[src/rtl/countdown_pkg.sv]
// countdown_pkg: state encodings, digit codes and expiry test shared by the countdown controller
package countdown_pkg;
    typedef enum logic [1:0] {IDLE = 2'd0, RUN = 2'd1, PAUSE = 2'd2, EXPIRED = 2'd3} state_t;
    localparam logic [3:0] CODE_F = 4'hA;
    localparam logic [3:0] CODE_U = 4'hB;
    localparam logic [3:0] CODE_C = 4'hC;
    // The datapath shows F-U once it has run out, so that code counts as expired too.
    function automatic logic is_expired(input logic [3:0] m, s2, s1, d, c, ms);
        return ({m, s2, s1, d, c, ms} == 24'h0) || (m == CODE_F && s2 == CODE_U);
    endfunction
endpackage

[src/rtl/tick_prescaler.sv]
// tick_prescaler: one-cycle tick every DIV clocks while run is high; holds its count otherwise
module tick_prescaler #(
    parameter int DIV = 50_000
) (
    input  logic clk,
    input  logic reset,
    input  logic run,
    input  logic clr,
    output logic tick
);
    localparam int W = $clog2(DIV);
    logic [W-1:0] count;
    assign tick = count == W'(DIV - 1);
    always_ff @(posedge clk) begin
        if (reset || clr) count <= '0;
        else if (run) count <= tick ? '0 : count + 1'b1;
    end
endmodule

[src/rtl/countdown_ctrl.sv]
// countdown_ctrl: run/pause/clear sequencer, step strobe, expiry detect and blink for the countdown datapath
module countdown_ctrl
    import countdown_pkg::*;
#(
    parameter int CLK_HZ      = 50_000_000,
    parameter int TICK_HZ     = 1000,
    parameter int BLINK_TICKS = 500
) (
    input  logic       clk,
    input  logic       reset,
    input  logic       btn_start,
    input  logic       btn_clear,
    input  logic [3:0] min_in,
    input  logic [3:0] seg2_in,
    input  logic [3:0] seg1_in,
    input  logic [3:0] deci_in,
    input  logic [3:0] centi_in,
    input  logic [3:0] milli_in,
    output logic       cd_enable,
    output logic       cd_reset,
    output logic       blank,
    output logic [1:0] state
);
    localparam int DIV = CLK_HZ / TICK_HZ;
    localparam int BW  = BLINK_TICKS > 1 ? $clog2(BLINK_TICKS) : 1;
    state_t        st;
    logic          start_q, clear_q, start_p, clear_p, expire, tick, blink_last;
    logic [BW-1:0] blink_cnt;
    assign state      = st;
    assign start_p    = btn_start & ~start_q;
    assign clear_p    = btn_clear & ~clear_q;
    assign expire     = is_expired(min_in, seg2_in, seg1_in, deci_in, centi_in, milli_in);
    assign blink_last = blink_cnt == BW'(BLINK_TICKS - 1);
    // Held at zero in IDLE so a fresh run always starts a full period; PAUSE keeps the partial count.
    tick_prescaler #(.DIV(DIV)) u_prescaler (
        .clk  (clk),
        .reset(reset),
        .run  (st == RUN || st == EXPIRED),
        .clr  (st == IDLE),
        .tick (tick)
    );
    always_ff @(posedge clk) begin
        if (reset) begin
            st        <= IDLE;
            start_q   <= 1'b0;
            clear_q   <= 1'b0;
            cd_enable <= 1'b0;
            cd_reset  <= 1'b1;
            blank     <= 1'b0;
            blink_cnt <= '0;
        end else begin
            start_q   <= btn_start;
            clear_q   <= btn_clear;
            cd_reset  <= clear_p;
            cd_enable <= tick && st == RUN && !expire;
            st <= clear_p                                      ? IDLE    :
                  (st == RUN && expire)                        ? EXPIRED :
                  (start_p && (st == IDLE || st == PAUSE))     ? RUN     :
                  (start_p && st == RUN)                       ? PAUSE   : st;
            // Blink state stays zeroed outside EXPIRED, so entry always starts unblanked.
            blank     <= st == EXPIRED && !clear_p && (blank ^ (tick && blink_last));
            blink_cnt <= (st != EXPIRED || clear_p) ? '0 :
                         tick ? (blink_last ? '0 : blink_cnt + 1'b1) : blink_cnt;
        end
    end
endmodule

[config.mk]
export PLATFORM = sky130hd
export DESIGN_NAME = countdown_ctrl
export DESIGN_NICKNAME = d
export VERILOG_FILES = /design/src/rtl/countdown_pkg.sv /design/src/rtl/tick_prescaler.sv /design/src/rtl/countdown_ctrl.sv
export SDC_FILE = /design/constraint.sdc
export NUM_CORES = 1
export LEC_CHECK = 0
export ABC_AREA = 0
export ABC_CLOCK_PERIOD_IN_PS = 5400
export CELL_PAD_IN_SITES_DETAIL_PLACEMENT = 1
export CELL_PAD_IN_SITES_GLOBAL_PLACEMENT = 2
export CORE_UTILIZATION = 31
export CTS_CLUSTER_SIZE = 25
export DETAILED_ROUTE_END_ITERATION = 8
export GPL_ROUTABILITY_DRIVEN = 0
export GPL_TIMING_DRIVEN = 0
export PLACE_DENSITY_LB_ADDON = 0.1
export SLEW_MARGIN = 40
export SYNTH_ARGS = -nofsm -noshare
export SYNTH_HDL_FRONTEND = slang
export SYNTH_SLANG_ARGS = --single-unit
export TNS_END_PERCENT = 100
[constraint.sdc]
create_clock -name clk -period 5.4 [get_ports clk]
set_input_delay 1.08 -clock clk [delete_from_list [all_inputs] [get_ports clk]]
set_output_delay 1.08 -clock clk [all_outputs]
set_load 0.005 [all_outputs]
======== After elaboration in Yosys (flattened, before gate mapping) ========
Index checks and enable logic that the tools add are counted.
operators by class
  reduce and logical (&&, ||, !) cells .... 21
  multiplexer cells ....................... 5
  add/sub/neg operators ................... 2
  equality and inequality tests ........... 8
  bitwise operators ....................... 5
operator list
  cell                     count
  $logic_not A24 Y1        1
  $add A16 B1 Y16 const B  1
  $eq A16 B16 Y1 const B   1
  $mux W16                 1
  $add A9 B1 Y9 const B    1
  $eq A9 B9 Y1 const B     1
  $logic_and A1 B1 Y1      9
  $mux W9                  1
  $eq A4 B4 Y1 const B     2
  $mux W2                  3
  $logic_or A1 B1 Y1       5
  $eq A2 B2 Y1 const B     2
  $reduce_or A2 Y1         2
  $reduce_bool A3 Y1       1
  $and A1 B1 Y1            2
  $eq A2 B1 Y1 const B     1
  $logic_not A1 Y1         2
  $logic_not A2 Y1         1
  $ne A2 B2 Y1 const B     1
  $not A1 Y1               2
  $xor A1 B1 Y1            1
storage, ports and cells
  register bits ........................... 32
  output and inout bits ................... 5
  input port bits ......................... 28
  logic and storage cells ................. 49

======== Longest topological paths before layout ========
  depth after elaboration ................. 6
  depth in mapped cells ................... 7
  depth with buffers taken out ............ 6

======== Modules after synthesis ========
From an unflattened synthesis, not the netlist that was laid out.
unflattened totals
  cell total of the unflattened synthesis .. 168
  area, all modules ....................... 1497.7 µm²
modules (own cells, without submodules)
  module          cells an instance  sequential area each (µm²)  times used  area each (µm²)
  tick_prescaler  86                 320.3                       1           774.5
  countdown_ctrl  82                 320.3                       1           723.2

======== Worst setup path after synthesis ========
Ideal clock, no wire load.
  path kind ............................... reg2reg
  start ................................... register u_prescaler.count[10]
  end ..................................... register blink_cnt[8]
  required time ........................... 5.324 ns
  path slack .............................. 3.415 ns
  arrival time ............................ 1.909 ns
  cell stages (with the launch flop) ...... 6
  buffers on the path ..................... 0
  period minus slack after synthesis ...... 1.985 ns
  library setup time ...................... 0.076 ns
  cell sequence ........................... dfxtp_1 or4_4 nor4_4 nand2_2 or4_1 a31oi_1
between the ends
  cells in the longest elaborated chain, start to end .. 1
ends and longest elaborated chain
  element                 RTL line              source
  from (decl)             tick_prescaler.sv:12  logic [W-1:0] count;
  from (signal assigned)  tick_prescaler.sv:16  else if (run) count <= tick ? '0 : count + 1'b1;
  $eq A16 B16 Y1          tick_prescaler.sv:13  assign tick = count == W'(DIV - 1);
  to (signal assigned)    countdown_ctrl.sv:62  blink_cnt <= (st != EXPIRED || clear_p) ? '0 :
  to (decl)               countdown_ctrl.sv:28  logic [BW-1:0] blink_cnt;
Every way passes these cells.
A chain may end at the register's enable or synchronous reset.

======== Worst setup path after layout ========
  start ................................... input port reset
  end ..................................... register blink_cnt[7]
between the ends
  cells in the longest elaborated chain, start to end .. 1
ends and longest elaborated chain
  element                     RTL line              source
  from (decl)                 countdown_ctrl.sv:10  input logic reset,
  $reduce_or A2 Y1 (no line)  --
Every way passes these cells.

==> results.py <==
metrics = {
    "cts": {
        "worst_setup_hold_path_clk_slew_ps": 70,
        "ctsHoldBuffers": 0,
        "post_cts_buffers": 0,
        "clock_insertion_delay_worst_skew_ps": 280,
        "number_of_resized_instances_in_the_post_cts_repair_step": 0,
        "maximum_level_of_the_cts_h_tree": 2,
        "numCtsBuffers": 5,
        "cts-root-to-sink-buffers": 2,
        "cts.sink_count": 32,
        "tritoncts_clock_tree": "built",
        "ctsRootBufferMaster": "clkbuf_8",
    },
    "layout": {
        "layout_net_count": 244,
        "layout-drive-gt1-share": 0.04651,
        "layout-area-overhead-vs-synth_pct": 32.24,
        "antennaDiodeCount": 0,
        "fin_util": 0.4386,
    },
    "worst_setup_path": {
        "cp_data_required_time_ps": 5610,
        "cpLargestDelayFamily": "simple AND/OR/NAND/NOR gates",
        "setup.reg_to_reg.worst_slack_ps": 3200,
        "timing.critical_path.arrival_ps": 2610,
        "critPathCaptureType": "register",
        "cp-start-kind": "input pin",
        "cp_max_fo": 8,
        "ws_path_type": "input pin to register",
        "path_buf_inv": 1,
        "timing.critical_path.slowest_stage_cell": "clkdlybuf4s50_1",
        "cell_chain_of_the_critical_path": "clkdlybuf4s50_1 > a21oi_1 > nand3_1 > nand2b_1 > nor2_1",
        "cpPeakStageDelay_ps": 520,
    },
    "global_routing": {
        "globalRoute.totalOverflow": 0,
        "grt_max_degree": 11,
        "global_route_wire_length_before_repair_mm": 6.285,
        "grt_pass1_vias": 1413,
        "initial_antenna_violation_count": 0,
        "groute.usage.overall": 0.1582,
    },
    "power": {
        "total_power_density_per_cell_area_nw_per_um2": 233.2,
        "irDropWorstVdd_uv": 121.6,
        "p_leak_nw": 0.6287,
    },
    "route": {
        "detail_route.iter0.violations": 31,
        "post_route_drc": 0,
        "route.vias.total": 1374,
        "totalWireLength_mm": 3.712,
        "detail_route.first_pass.iterations": 3,
        "vias_per_cell": 5.146,
        "ant_nets": 0,
        "drt-wirelength-per-cell_um": 13.90,
    },
    "die": {
        "die-width_um": 71.42,
        "dieArea_um2": 5101,
        "fp-row-count": 24,
        "start_util": 0.3317,
        "core_area_um2": 4504,
        "die_h_um": 71.42,
        "boundaryPins": 33,
    },
    "timing": {
        "period_share": 0.4430,
        "timing.final.crit_period_ps": 2392,
        "hold-worst-slack_ps": 498.1,
        "rsz0062_at_grt": "false",
        "max_freq_ghz": 0.4180,
        "maxSlewHeadroom": 0.6891,
        "worst_clock_skew_ps": 3.529,
        "summed_negative_setup_slack_over_all_endpoints_ps": 0,
        "final-hold-violation-count": 0,
        "slew_violations": 0,
        "max_slew.worst_pin.slew_ps": 465.1,
        "timing.final.setup_violations": 0,
    },
    "yosys": {
        "synth-main-ff-cell": "dfxtp_1",
        "yosys_warnings": 0,
        "synthMostInstantiatedCell": "dfxtp_1",
        "synthesized_instance_count": 175,
        "syn_area_um2": 1494,
        "syn-num-nets": 205,
        "synthDistinctLibCells": 30,
        "yosysTopAreaCell": "dfxtp_1",
        "synth.top_cells.by_area": "dfxtp_1 (43%), xor2_1 (7.6%), nor2_1 (6.8%)",
        "register_bit_count_reported_by_yosys": 32,
        "asyncSetResetFlopFracSynth": 0,
        "yosysTopAreaCellShare": 0.4288,
        "leading_post_synthesis_cells_by_instance_count": "dfxtp_1 (32), nor2_1 (27), xor2_1 (13)",
        "synth-seq-area-share": 0.4288,
        "synth_enable_flop_cells": 0,
        "avgSynthCellArea_um2": 8.537,
    },
    "placement": {
        "hpwlAfterDp_mm": 2.909,
        "port_buffers": 32,
    },
    "min_path": {
        "worst_hold_path_type": "register to register",
    },
    "flow_run": {
        "drv.max_cap_violation_count": 0,
    },
    "run_status": {
        "status": "finished clean",
    },
}
worst register-to-register path: stages, from the launching register on:
cell and delay, ps:
dfxtp_1 350, or4_4 580, nor4_4 370, nand2_2 160, or4_1 490, a31oi_1 180
cell type report:
type	instances	area [um^2]
fill	550	2529
multi-input combinational	134	825.8
sequential	32	640.6
timing repair buffer	32	320.3
clock buffer	8	90.09
tap	52	65.06
buffer	6	22.52
inverter	3	11.26
through the flow:
stage               worst slack (ps)  std cells  power (W)  cell area (um^2)
CTS                             2963        267  0.0004683              1969
finish                          3008        267  0.0004607              1976
floorplan                       3415        175  0.0002519              1494
global route                    2822        267  0.0004791              1976
detailed placement              2677        259  0.0002772              1879
global placement                2725        259  0.0002762              1879
final timing paths:
path,cells past startpoint,end,from
worst max-delay path,5,blink_cnt[7],reset
worst min register to register,2,u_prescaler.count[15],u_prescaler.count[15]
worst max register to register,5,blink_cnt[8],u_prescaler.count[10]
worst min-delay path,2,u_prescaler.count[15],u_prescaler.count[15]
cells by family after synthesis:
| family | Yosys count | synth area share |
|---|---|---|
| flops | 32 | 0.4288 |
| buf+inv | 9 | 0.02261 |
| compound gates | 19 | 0.06868 |
| mux | 2 | 0.01340 |
| simple gates | 93 | 0.3442 |
| xor+xnor | 18 | 0.1055 |
| fa+ha+maj | 2 | 0.01675 |
cells in the final DEF (no fill, tap or decap), types with 3 or more instances in the layout:
cell	n
nor2_1	27
or4_1	3
nor2b_1	7
nor3_1	5
dfxtp_1	32
and4_1	4
clkdlybuf4s50_1	32
inv_1	3
xnor2_1	5
clkbuf_8	6
a21oi_1	8
nand4_1	7
nand3_1	10
clkbuf_1	8
nand2_1	11
xor2_1	13
or3_1	3
o21ai_0	7
nor4_1	4
a31oi_1	3
routing by layer:
layer,GRT usage,vias to the layer above,wire length (um)
met5,0,-,0
met4,0.05333,0,35
met3,0.04219,5,85
met2,0.2825,10,1947
met1,0.1824,660,1644
li1,-,699,-
sequential cells by signal (all words and copies together), names as in the netlist:
signal and flops:
blank 1, cd_enable 1, u_prescaler.count 16, cd_reset 1, clear_q 1, state 2, start_q 1, blink_cnt 9
report_power, final:
part | total, W | internal (W) | switching [W]
Combinational | 0.0000326 | 0.0000221 | 0.0000105
Sequential | 0.000239 | 0.000238 | 0.000000952
Clock | 0.000189 | 0.000104 | 0.0000853
Total | 0.000461 | 0.000364 | 0.0000967
(Power assumes the default switching activity.)
